`src/rtl/elm_layer_streamer.sv`:
```
// Captures a whole ELM layer in one cycle and replays it as a one-element-per-cycle stream.
// Optional running argmax of each completed stream is enabled by defining ELM_STREAM_ARGMAX_EN.
module elm_layer_streamer #(
    parameter int NUM_NEURONS = 40,
    parameter int IN_WIDTH    = 16,
    parameter int DATA_WIDTH  = 16,
    parameter int IDX_WIDTH   = $clog2(NUM_NEURONS)
) (
    input  logic                          clk,
    input  logic                          rst,
    input  logic                          in_valid,
    input  logic [NUM_NEURONS*IN_WIDTH-1:0] in_data,
    output logic [DATA_WIDTH-1:0]         out_data,
    output logic                          out_valid,
    output logic                          out_last,
    output logic [IDX_WIDTH-1:0]          out_index,
    output logic                          busy,
    output logic                          overrun
`ifdef ELM_STREAM_ARGMAX_EN
    ,
    output logic                          argmax_valid,
    output logic [IDX_WIDTH-1:0]          argmax_index,
    output logic [IN_WIDTH-1:0]           argmax_value
`endif
);

    localparam logic [IDX_WIDTH-1:0] LAST_IDX = IDX_WIDTH'(NUM_NEURONS - 1);

    typedef enum logic {
        IDLE,
        STREAM
    } state_e;

    state_e state_q, state_d;

    logic [IN_WIDTH-1:0]   cap_q [NUM_NEURONS];
    logic [IN_WIDTH-1:0]   cap_d [NUM_NEURONS];
    logic [DATA_WIDTH-1:0] out_data_q, out_data_d;
    logic                  out_valid_q, out_valid_d;
    logic                  out_last_q, out_last_d;
    logic [IDX_WIDTH-1:0]  out_index_q, out_index_d;
    logic                  overrun_q, overrun_d;

    logic                  capture;
    logic [IDX_WIDTH-1:0]  next_idx;

    // A capture is accepted when idle or on the final element, giving gapless back-to-back streams.
    assign capture  = in_valid && ((state_q == IDLE) || out_last_q);
    assign next_idx = out_index_q + 1'b1;

    always_ff @(posedge clk or posedge rst) begin
        if (rst) begin
            state_q <= IDLE;
        end else begin
            state_q <= state_d;
        end
    end

    always_comb begin
        state_d = state_q;
        case (state_q)
            IDLE: begin
                if (in_valid) begin
                    state_d = STREAM;
                end
            end
            STREAM: begin
                if (out_last_q && !in_valid) begin
                    state_d = IDLE;
                end
            end
            default: state_d = IDLE;
        endcase
    end

    always_comb begin
        cap_d       = cap_q;
        out_data_d  = out_data_q;
        out_valid_d = 1'b0;
        out_last_d  = 1'b0;
        out_index_d = out_index_q;
        overrun_d   = overrun_q;

        if (capture) begin
            for (int unsigned k = 0; k < NUM_NEURONS; k++) begin
                cap_d[k] = in_data[k*IN_WIDTH +: IN_WIDTH];
            end
            out_data_d  = DATA_WIDTH'(in_data[IN_WIDTH-1:0]);
            out_valid_d = 1'b1;
            out_index_d = '0;
        end else if ((state_q == STREAM) && !out_last_q) begin
            out_data_d  = DATA_WIDTH'(cap_q[next_idx]);
            out_valid_d = 1'b1;
            out_index_d = next_idx;
            out_last_d  = (next_idx == LAST_IDX);
        end

        if (in_valid && (state_q == STREAM) && !out_last_q) begin
            overrun_d = 1'b1;
        end
    end

    // Capture buffer contents are don't-care after reset, so it carries no reset.
    always_ff @(posedge clk) begin
        cap_q <= cap_d;
    end

    always_ff @(posedge clk or posedge rst) begin
        if (rst) begin
            out_data_q  <= '0;
            out_valid_q <= 1'b0;
            out_last_q  <= 1'b0;
            out_index_q <= '0;
            overrun_q   <= 1'b0;
        end else begin
            out_data_q  <= out_data_d;
            out_valid_q <= out_valid_d;
            out_last_q  <= out_last_d;
            out_index_q <= out_index_d;
            overrun_q   <= overrun_d;
        end
    end

    assign out_data  = out_data_q;
    assign out_valid = out_valid_q;
    assign out_last  = out_last_q;
    assign out_index = out_index_q;
    assign busy      = out_valid_q;
    assign overrun   = overrun_q;

`ifdef ELM_STREAM_ARGMAX_EN
    logic [IN_WIDTH-1:0]  run_val_q, run_val_d;
    logic [IDX_WIDTH-1:0] run_idx_q, run_idx_d;
    logic                 am_valid_q, am_valid_d;
    logic [IDX_WIDTH-1:0] am_idx_q, am_idx_d;
    logic [IN_WIDTH-1:0]  am_val_q, am_val_d;
    logic [IN_WIDTH-1:0]  cur_elem;
    logic [IN_WIDTH-1:0]  cand_val;
    logic [IDX_WIDTH-1:0] cand_idx;

    assign cur_elem = out_data_q[IN_WIDTH-1:0];

    // Tracks the element currently on the output; element 0 restarts the running maximum.
    always_comb begin
        run_val_d  = run_val_q;
        run_idx_d  = run_idx_q;
        am_valid_d = 1'b0;
        am_idx_d   = am_idx_q;
        am_val_d   = am_val_q;
        cand_val   = run_val_q;
        cand_idx   = run_idx_q;

        if ((out_index_q == '0) || (cur_elem > run_val_q)) begin
            cand_val = cur_elem;
            cand_idx = out_index_q;
        end

        if (out_valid_q) begin
            run_val_d = cand_val;
            run_idx_d = cand_idx;
            if (out_last_q) begin
                am_valid_d = 1'b1;
                am_idx_d   = cand_idx;
                am_val_d   = cand_val;
            end
        end
    end

    always_ff @(posedge clk or posedge rst) begin
        if (rst) begin
            run_val_q  <= '0;
            run_idx_q  <= '0;
            am_valid_q <= 1'b0;
            am_idx_q   <= '0;
            am_val_q   <= '0;
        end else begin
            run_val_q  <= run_val_d;
            run_idx_q  <= run_idx_d;
            am_valid_q <= am_valid_d;
            am_idx_q   <= am_idx_d;
            am_val_q   <= am_val_d;
        end
    end

    assign argmax_valid = am_valid_q;
    assign argmax_index = am_idx_q;
    assign argmax_value = am_val_q;
`endif

endmodule

```
`config.mk`:
```
export PLATFORM = sky130hd
export DESIGN_NAME = elm_layer_streamer
export DESIGN_NICKNAME = d
export VERILOG_FILES = /design/src/rtl/elm_layer_streamer.sv
export SDC_FILE = /design/constraint.sdc
export NUM_CORES = 1
export LEC_CHECK = 0
export ABC_AREA = 1
export BUFFER_PORTS_ARGS = -buffer_cell sky130_fd_sc_hd__buf_4
export CAP_MARGIN = 20
export CORE_AREA = 2 2 261 263
export DETAILED_ROUTE_END_ITERATION = 8
export DIE_AREA = 0 0 263 265
export SLEW_MARGIN = 10
export SYNTH_ARGS = -nofsm -noshare
export SYNTH_HDL_FRONTEND = slang
export SYNTH_SLANG_ARGS = --single-unit
```
`constraint.sdc`:
```
create_clock -name clk -period 43.2 [get_ports clk]
set_input_delay 4.32 -clock clk [delete_from_list [all_inputs] [get_ports clk]]
set_output_delay 4.32 -clock clk [all_outputs]
set_load 0.005 [all_outputs]
```
==> reports/metrics.csv, run 1 <==
metric,value,unit
status,"finished, final reports clean",
"count leader, synth",nand2_1,
Final Cycle Share,15.89,%
Yosys top cell area share,69.42,%
share of layout cells above drive strength 1,24.86,%
Mean Syn Cell Area,10.87,sq um
Residual DRC,0,
largest net degree at the start of global routing,207,
CP max-delay cell,buf_4,
level count of the clock H-tree,3,
Worst setup SP type,input pin,
GRT Overall Usage,26.43,%
worst r2r path cells,13,
GRT Residual Overflow,0,
Place WS,35320,ps
setup ws final,36340,ps
drt pass-1 iters,6,
clock tree sinks,666,
Cells after Synth,2547,
synthesized net count,3192,
total clock buffers created by CTS,73,
Worst Setup End Kind,flop,
HPWL Detailed,65440,microns
number of synthesized flops with an enable pin,640,
Sw Ratio,42.29,%
critical path class,input pin to flop,
Max Cap Viol,0,
"Hold Violations, Final",0,
I/O Buffers,668,
worst clock skew,21.86,ps
Root Driver,clkbuf_16,
Synth Warn #,0,
Worst Hold Class,flop to flop,
Pint,1.400,mW
sequential power share,32.7,%
CP arrival,7080,ps
ys async rst share,3.904,%
CTS Buffer Depth,3,
I/O pin cnt,669,
top achievable clock speed,145.7,MHz
RSZ-0062 raised after global routing,no,
drt initial violations,2036,
Starting Density,41.44,%
CTS tree,yes,
first-pass GRT wire length,135000,microns
TNS Setup,0,ps
crit-path leading delay family,buffers and inverters,
Worst Path Max Fanout,74,
Setup Buffers After CTS,0,
die area,0.06970,sq mm
FF/Latch Area,0.01987,sq mm
clk slew on worst S/H paths,60,ps
Worst path max stage delay,790,ps
Synth top cells by count,"nand2_1, edfxtp_1, nand3_1, nor2_1, inv_1",
clock share of power,24.2,%
chip width,263,microns
Placer Congestion,0.8972,
Power per Cell Area,67.74,mW/mm^2
most frequent CP cell,buf_4,
Post-CTS Hold Buffers,0,
Final min period,6863,ps
later-pin clock latency in the skew report,620,ps
number of global-route vias before repair,20670,
crit-path cells,buf_4 -> inv_1 -> nor2_4 -> buf_4 -> buf_16 -> buf_4 -> buf_12 -> buf_4,
WP data required,43420,ps
layout net count,3816,
VDD IR-drop max,0.07915,mV
cell area after synthesis,0.02768,sq mm
Slew headroom,1.477,%
wire per inst,22.84,microns
Hold Crit Depth,2,
Pleak,15.06,nW
DRT Wirelength,94050,microns
final setup fails,0,
DR vias/cell,5.062,
fill cell count,5867,
ANT nets after route,0,
"area leader, netlist",edfxtp_1,
Syn-to-layout area delta,29.36,%
Die Height,265,microns
Post-CTS Resized,0,
Seq cells post-synth,666,
Vias,20840,
NetSw,1.026,mW
worst-margin pin slew,1478,ps
WP buf/inv,7,
area of the multi-input gates,0.006530,sq mm
Stages on worst setup path,8,
Logic pwr share,43.1,%
core area,0.06680,sq mm
pins over their slew limit,0,
Min Hold Slack,481.9,ps
sequential fraction of the synthesis area,71.77,%
synth unique cells,22,
initial antenna violation count,26,
Rows,95,
Main synth FF type,edfxtp_1,
Synth area leaders,"edfxtp_1, nand2_1, nand3_1, nor2_1, inv_1",
-- flip-flops by register name, summed over array words and instances (netlist names) --
signal and flops:
cap_q 640, out_index 6, out_data 16, overrun 1, state_q 1, out_last 1
busy 1
-- power groups by stage --
stage / clock network (mW) / logic [mW] / registers, mW
after floorplan: 0 / 0.629 / 0.837
after global placement: 0 / 1.05 / 0.805
after detailed placement: 0 / 1.05 / 0.807
after CTS: 0.598 / 1.06 / 0.794
after global routing: 0.621 / 1.15 / 0.798
final: 0.588 / 1.04 / 0.793
-- layer usage --
metal  up-vias  GRT usage [%]  wire length [microns]
met4        16          8.139                   2333
met1     10090          33.19                  36540
li1       9791              -                      -
met3       145          6.893                   7525
met5         -              0                    103
met2       804          44.88                  47550
-- per-stage QoR --
stage	cells	utilization, %	power [mW]	area [sq um]
after CTS	4097	53.47	2.450	35720
after global routing	4112	53.59	2.567	35800
after floorplan	2547	-	1.466	27680
after detailed placement	3967	50.15	1.861	33500
final	4117	53.61	2.426	35810
after global placement	3965	50.09	1.853	33460
-- worst register-to-register path, cell delays in order (launching register included) --
cell     delay [ps]
dfrtp_4         680
inv_8           700
ha_4            590
inv_6           750
buf_4           780
nor2_1          160
o21ai_0         140
nand3_1         190
nand3_1         190
nand3_1         250
nand3_1         160
nand2_1          70
nand2_1          60
nand2_1          50
-- final cells by class --
type,count,area share (%)
tap,873,3.050
antenna,18,0.1258
inverter,205,2.184
clock inverter,39,0.7791
clock buffer,91,5.409
multi-input combinational,1534,18.23
sequential,666,55.49
timing repair buffer,691,14.72
-- final timing paths --
kind                                          startpoint                       end  slack [ps]
worst max-delay path                            in_valid      cap_q[549]$_DFFE_PP_       36340
worst min-delay path             out_data[8]$_DFFE_PP0P_   out_data[8]$_DFFE_PP0P_         480
worst max register to register  out_index[0]$_DFFE_PP0P_  out_data[11]$_DFFE_PP0P_       38330
worst min register to register   out_data[8]$_DFFE_PP0P_   out_data[8]$_DFFE_PP0P_         480
max in group asynchronous                            rst  out_index[0]$_DFFE_PP0P_       38990
min in group asynchronous                            rst       overrun$_DFFE_PP0P_        3720
-- cells by family (layout without fill, tap and decap cells) --
family,Yosys count,count (layout),synth area share (%)
buf+inv,347,1026,4.877
fa+ha+maj,2,2,0.09038
xor+xnor,3,3,0.1763
flops,666,666,71.77
compound gates,104,104,2.047
simple gates,1425,1425,21.04
other cells,0,18,0
-- layout by cell type, fill, tap and decap left out --
cell type and n:
clkinv_8 4, clkbuf_1 16, buf_16 2, bufinv_16 2, inv_1 202, ha_4 1, xnor2_4 1, o21ai_0 83
nand2_1 838, inv_2 1, edfxtp_1 640, xor2_4 2, o21ai_1 1, dfrtp_1 25, nand3_1 371, nor2_1 209
dfrtp_4 1, clkinv_1 16, inv_8 1, clkinvlp_4 2, o21bai_1 1, buf_4 685, buf_8 1, clkinv_2 14
nor2_2 1, buf_12 3, nand2_2 1, o22ai_1 3, diode_2 18, clkbuf_16 75, nand4_1 1, nor2_4 2
nand3_2 1, nor3_1 1, ha_1 1, inv_6 2, o211ai_1 16
Power figures use the tool's default switching activity.
==> run 2: changes to the inputs <==
==> constraint.sdc (replaced) <==
create_clock -name clk -period 7.2 [get_ports clk]
set_input_delay 0.72 -clock clk [delete_from_list [all_inputs] [get_ports clk]]
set_output_delay 0.72 -clock clk [all_outputs]
set_load 0.005 [all_outputs]
==> reports/metrics.csv, run 2 (synthesis results as in run 1) <==
metric,value,unit
WP data required,7740,ps
Worst Hold Class,input pin to asynchronous set/reset pin,
Residual DRC,0,
area of the multi-input gates,0.006530,sq mm
Max Cap Viol,0,
"most common cell after layout, fill and taps aside",nand2_1,
Setup Buffers After CTS,0,
Die Height,265,microns
number of global-route vias before repair,21070,
Place WS,3010,ps
layout net count,3811,
I/O Buffers,668,
CP max-delay cell,buf_4,
Biggest register,cap_q,
Logic pwr share,42.1,%
Power per Cell Area,407.7,mW/mm^2
worst-margin pin slew,1340,ps
fin area,0.03585,sq mm
Rows,95,
DR vias/cell,5.129,
Worst Path Max Fanout,97,
final design utilization,53.66,%
pins over their slew limit,0,
RSZ-0062 raised after global routing,no,
wire per inst,23.84,microns
sequential power share,32.9,%
die area,0.06970,sq mm
clk slew on worst S/H paths,60,ps
clock tree sinks,666,
FF/Latch Area,0.01987,sq mm
final setup fails,0,
Post-CTS Hold Buffers,0,
DRT Wirelength,97900,microns
layer with the highest usage,met2,
met3 Use GR,5.973,%
Placer Congestion,0.8766,
DP Area,0.03346,sq mm
VDD IR-drop max,0.6136,mV
"Hold Violations, Final",0,
Worst setup SP type,flop,
crit-path cells,buf_4 -> buf_4 -> o21ai_0 -> o211ai_1 -> nand3_1 -> nor2_1 -> nor2_1 -> nand2_1 -> nand2_1 -> nand2_1,
setup ws final,3008,ps
initial antenna violation count,14,
drt initial violations,2367,
chip width,263,microns
NetSw,6.110,mW
ANT nets after route,0,
met1 Use GR,34.88,%
crit-path leading delay family,buffers and inverters,
WP buf/inv,2,
share of layout cells above drive strength 1,24.90,%
level count of the clock H-tree,3,
I/O pin cnt,669,
first-pass GRT wire length,139800,microns
fill cell count,5901,
most frequent cells in the layout,"nand2_1, buf_4, edfxtp_1",
met2 Use GR,47.52,%
CTS tree,yes,
Post-CTS Resized,0,
Sw Ratio,41.81,%
most frequent CP cell,nand2_1,
Syn-to-layout area delta,29.49,%
Worst Setup End Kind,flop,
drt pass-1 iters,5,
Pint,8.503,mW
HPWL Detailed,71010,microns
later-pin clock latency in the skew report,620,ps
top achievable clock speed,238.6,MHz
max reg flops,640,
critical path class,flop to flop,
Starting Density,41.44,%
total clock buffers created by CTS,73,
status,"finished, final reports clean",
Final min period,4192,ps
CTS Buffer Depth,3,
TNS Setup,0,ps
core area,0.06680,sq mm
CP arrival,4730,ps
worst clock skew,19.36,ps
Slew headroom,10.66,%
largest net degree at the start of global routing,210,
GRT Overall Usage,27.58,%
clock share of power,25.1,%
GRT Residual Overflow,0,
Root Driver,clkbuf_16,
Vias,21060,
Final Cycle Share,58.22,%
Pleak,15.08,nW
Worst path max stage delay,930,ps
-- run 2: cell types whose count changed in the layout (fill, tap and decap cells not counted), sizes merged --
cell | previous run | this run
buf | 691 | 686
bufinv | 2 | 5
clkbuf | 91 | 87
clkinv | 34 | 31
clkinvlp | 2 | 3
diode | 18 | 13
inv | 206 | 209
-- run 2: worst reg2reg max path, cell delays in order (launching register included) --
cell and delay [ps]:
dfrtp_4 840, buf_4 790, buf_4 990, o21ai_0 340, o211ai_1 510, nand3_1 180
nor2_1 130, nor2_1 90, nand2_1 130, nand2_1 50, nand2_1 80
-- run 2: metrics by stage --
step / instances / power [mW] / hold slack (ps)
final: 4107 / 14.61 / 242.6
after global routing: 4104 / 15.45 / 244.0
after CTS: 4093 / 14.72 / 220.6
after detailed placement: 3963 / 11.04 / 474.4
after global placement: 3962 / 11.04 / 477.9
after floorplan: 2547 / 8.598 / 467.8
-- run 2: metal layers --
metal  up-vias  part of all wire (%)  wire length (microns)
met5         -                 0.043                     42
met2       879                    51                  49550
met3       132                   7.5                   7303
met4         6                   2.6                   2514
li1       9780                     -                      -
met1     10270                    39                  38500
-- run 2: path summary, 6_finish.rpt --
path	cells past startpoint	startpoint	end	slack [ps]
max	10	out_index[0]$_DFFE_PP0P_	out_data[7]$_DFFE_PP0P_	3010
min	2	rst	out_index[0]$_DFFE_PP0P_	240
max reg2reg	10	out_index[0]$_DFFE_PP0P_	out_data[7]$_DFFE_PP0P_	3010
min reg2reg	2	out_data[0]$_DFFE_PP0P_	out_data[0]$_DFFE_PP0P_	500
max in group asynchronous	3	rst	out_data[12]$_DFFE_PP0P_	6430
min in group clk	1	in_data[374]	cap_q[262]$_DFFE_PP_	270
-- run 2: power groups by stage --
| stage | Clock (mW) | Combinational (mW) | Sequential, mW |
|---|---|---|---|
| CTS | 3.73 | 6.19 | 4.80 |
| global placement | 0 | 6.17 | 4.87 |
| finish | 3.66 | 6.15 | 4.80 |
| floorplan | 0 | 3.77 | 4.83 |
| detailed placement | 0 | 6.16 | 4.88 |
| global route | 3.87 | 6.75 | 4.83 |
-- run 2: layout make-up --
type	count	area share, %
Antenna cell	13	0.09075
Clock buffer	87	5.417
Clock inverter	43	1.058
Inverter	205	2.182
Multi-Input combinational cell	1534	18.22
Sequential cell	666	55.44
Tap cell	873	3.047
Timing Repair Buffer	686	14.55
==> run 3: changes to the inputs <==
--- a/config.mk
+++ b/config.mk
@@ -8,9 +8,10 @@
 export ABC_AREA = 1
 export BUFFER_PORTS_ARGS = -buffer_cell sky130_fd_sc_hd__buf_4
 export CAP_MARGIN = 20
-export CORE_AREA = 2 2 261 263
+export CORE_AREA = 2 2 263 265
 export DETAILED_ROUTE_END_ITERATION = 8
-export DIE_AREA = 0 0 263 265
+export DIE_AREA = 0 0 265 267
+export PLACE_DENSITY = 0.66
 export SLEW_MARGIN = 10
 export SYNTH_ARGS = -nofsm -noshare
 export SYNTH_HDL_FRONTEND = slang
==> constraint.sdc (replaced) <==
create_clock -name clk -period 3.46 [get_ports clk]
set_input_delay 0.346 -clock clk [delete_from_list [all_inputs] [get_ports clk]]
set_output_delay 0.346 -clock clk [all_outputs]
set_load 0.005 [all_outputs]
==> reports/metrics.csv, run 3 (synthesis results as in run 1) <==
metric,value,unit
Setup Buffers After CTS,0,
wire per inst,22.52,microns
worst clock skew,18.08,ps
Syn-to-layout area delta,53.86,%
core area,0.06799,sq mm
Biggest register,cap_q,
final design utilization,62.65,%
clk slew on worst S/H paths,60,ps
Root Driver,clkbuf_16,
I/O Buffers,668,
most frequent cells in the layout,"nand2_1, buf_4, dlygate4sd3_1",
critical path class,flop to flop,
clock tree sinks,666,
CTS Buffer Depth,3,
CP arrival,3260,ps
I/O pin cnt,669,
initial antenna violation count,22,
largest net degree at the start of global routing,172,
GRT Overall Usage,29.98,%
DR vias/cell,5.077,
Worst Setup End Kind,flop,
Worst Path Max Fanout,44,
Die Height,267,microns
Vias,24280,
total clock buffers created by CTS,73,
worst-margin pin slew,962.4,ps
crit path launch,out_index[0]$_DFFE_PP0P_,
DRT Wirelength,107700,microns
chip width,265,microns
Power per Cell Area,752.9,mW/mm^2
later-pin clock latency in the skew report,610,ps
TNS Setup,0,ps
WP data required,4000,ps
pins over their slew limit,0,
Max Cap Viol,0,
status,"finished, final reports clean",
fill cell count,4961,
reg2reg start,out_index[0]$_DFFE_PP0P_,
max reg flops,640,
final setup fails,0,
drt initial violations,2758,
RSZ-0062 raised after global routing,no,
Worst setup SP type,flop,
CTS tree,yes,
min-delay src,in_valid,
ANT nets after route,0,
Final min period,2715,ps
level count of the clock H-tree,3,
Residual DRC,0,
die area,0.07076,sq mm
VDD IR-drop max,0.8918,mV
Final Cycle Share,78.47,%
Slew headroom,35.69,%
drt pass-1 iters,6,
"most common cell after layout, fill and taps aside",nand2_1,
Starting Density,40.72,%
layout net count,4465,
Post-CTS Resized,0,
top achievable clock speed,368.3,MHz
share of layout cells above drive strength 1,21.09,%
first-pass GRT wire length,155900,microns
GRT Residual Overflow,0,
"Hold Violations, Final",0,
number of global-route vias before repair,25160,
Placer Congestion,0.8598,
Pleak,17.89,nW
Worst Hold Class,input pin to flop,
Rows,96,
HPWL Detailed,68510,microns
## run 3: changes by cell type in the layout (fill, tap and decap cells not counted), moves of 2 or more
cell | before | now
buf_4 | 682 | 680
diode_2 | 13 | 22
buf_12 | 2 | 18
clkinv_2 | 11 | 14
clkinv_4 | 1 | 3
clkbuf_8 | 2 | 0
clkinv_8 | 2 | 4
dlygate4sd3_1 | 0 | 641
## run 3: worst max-delay path, cell delays in order, from the launching register on
cell,delay (ps)
dfrtp_4,550
inv_8,100
ha_4,220
inv_6,360
buf_12,290
nand3_1,200
nand3_1,200
nand3_1,160
nand3_1,180
nand3_1,120
nand2_1,110
nand2_1,50
nand2_1,50
## run 3: per-stage QoR
stage	worst slack (ps)	total power, mW	std cells	hold WS [ps]	area [sq um]
final	745.0	32.07	4782	101.2	42590
after detailed placement	758.8	23.79	3986	418.6	33770
after global routing	547.9	33.79	4779	105.0	42590
after floorplan	545.3	17.79	2547	386.0	27700
after CTS	732.6	32.12	4760	69.05	42540
after global placement	781.3	23.82	3985	466.4	33740
## run 3: cell type report
type / instances / area (sq um) / area share, %
antenna: 22 / 55.05 / 0.1293
clock buffer: 86 / 1918 / 4.503
clock inverter: 47 / 434.2 / 1.019
inverter: 205 / 782.0 / 1.836
multi-input combinational: 1534 / 6519 / 15.30
sequential: 666 / 19870 / 46.66
tap: 882 / 1104 / 2.591
timing repair buffer: 1340 / 11910 / 27.96
## run 3: routing by layer
layer | global-route usage [%] | share of wire, % | up-vias | wire (microns)
met4 | 14.41 | 4.9 | 4 | 5321
met5 | 0 | 0.025 | - | 27
met2 | 52.03 | 51 | 1294 | 54520
met1 | 36.16 | 37 | 11610 | 39740
li1 | - | - | 11100 | -
met3 | 5.434 | 7.5 | 275 | 8076
## run 3: worst paths after layout
kind | cells past startpoint | slack, ps | to
setup reg to reg | 12 | 740 | out_data[1]$_DFFE_PP0P_
hold reg to reg | 1 | 480 | overrun$_DFFE_PP0P_
setup / recovery | 12 | 740 | out_data[1]$_DFFE_PP0P_
max in group asynchronous | 4 | 2610 | out_index[0]$_DFFE_PP0P_
hold / removal | 3 | 100 | overrun$_DFFE_PP0P_
min in group asynchronous | 3 | 340 | out_data[1]$_DFFE_PP0P_
## run 3: timing repair
item,in CTS,in global routing
endpoints found under the hold margin,647,0
endpoints found under the setup margin,0,0
hold buffers,641,0
## run 3: power breakdown
part           switching [mW]  internal [mW]  leakage (nW)
clock network            3.32           4.45          1.15
logic                    9.94           4.45          10.7
registers               0.326           9.58          6.07
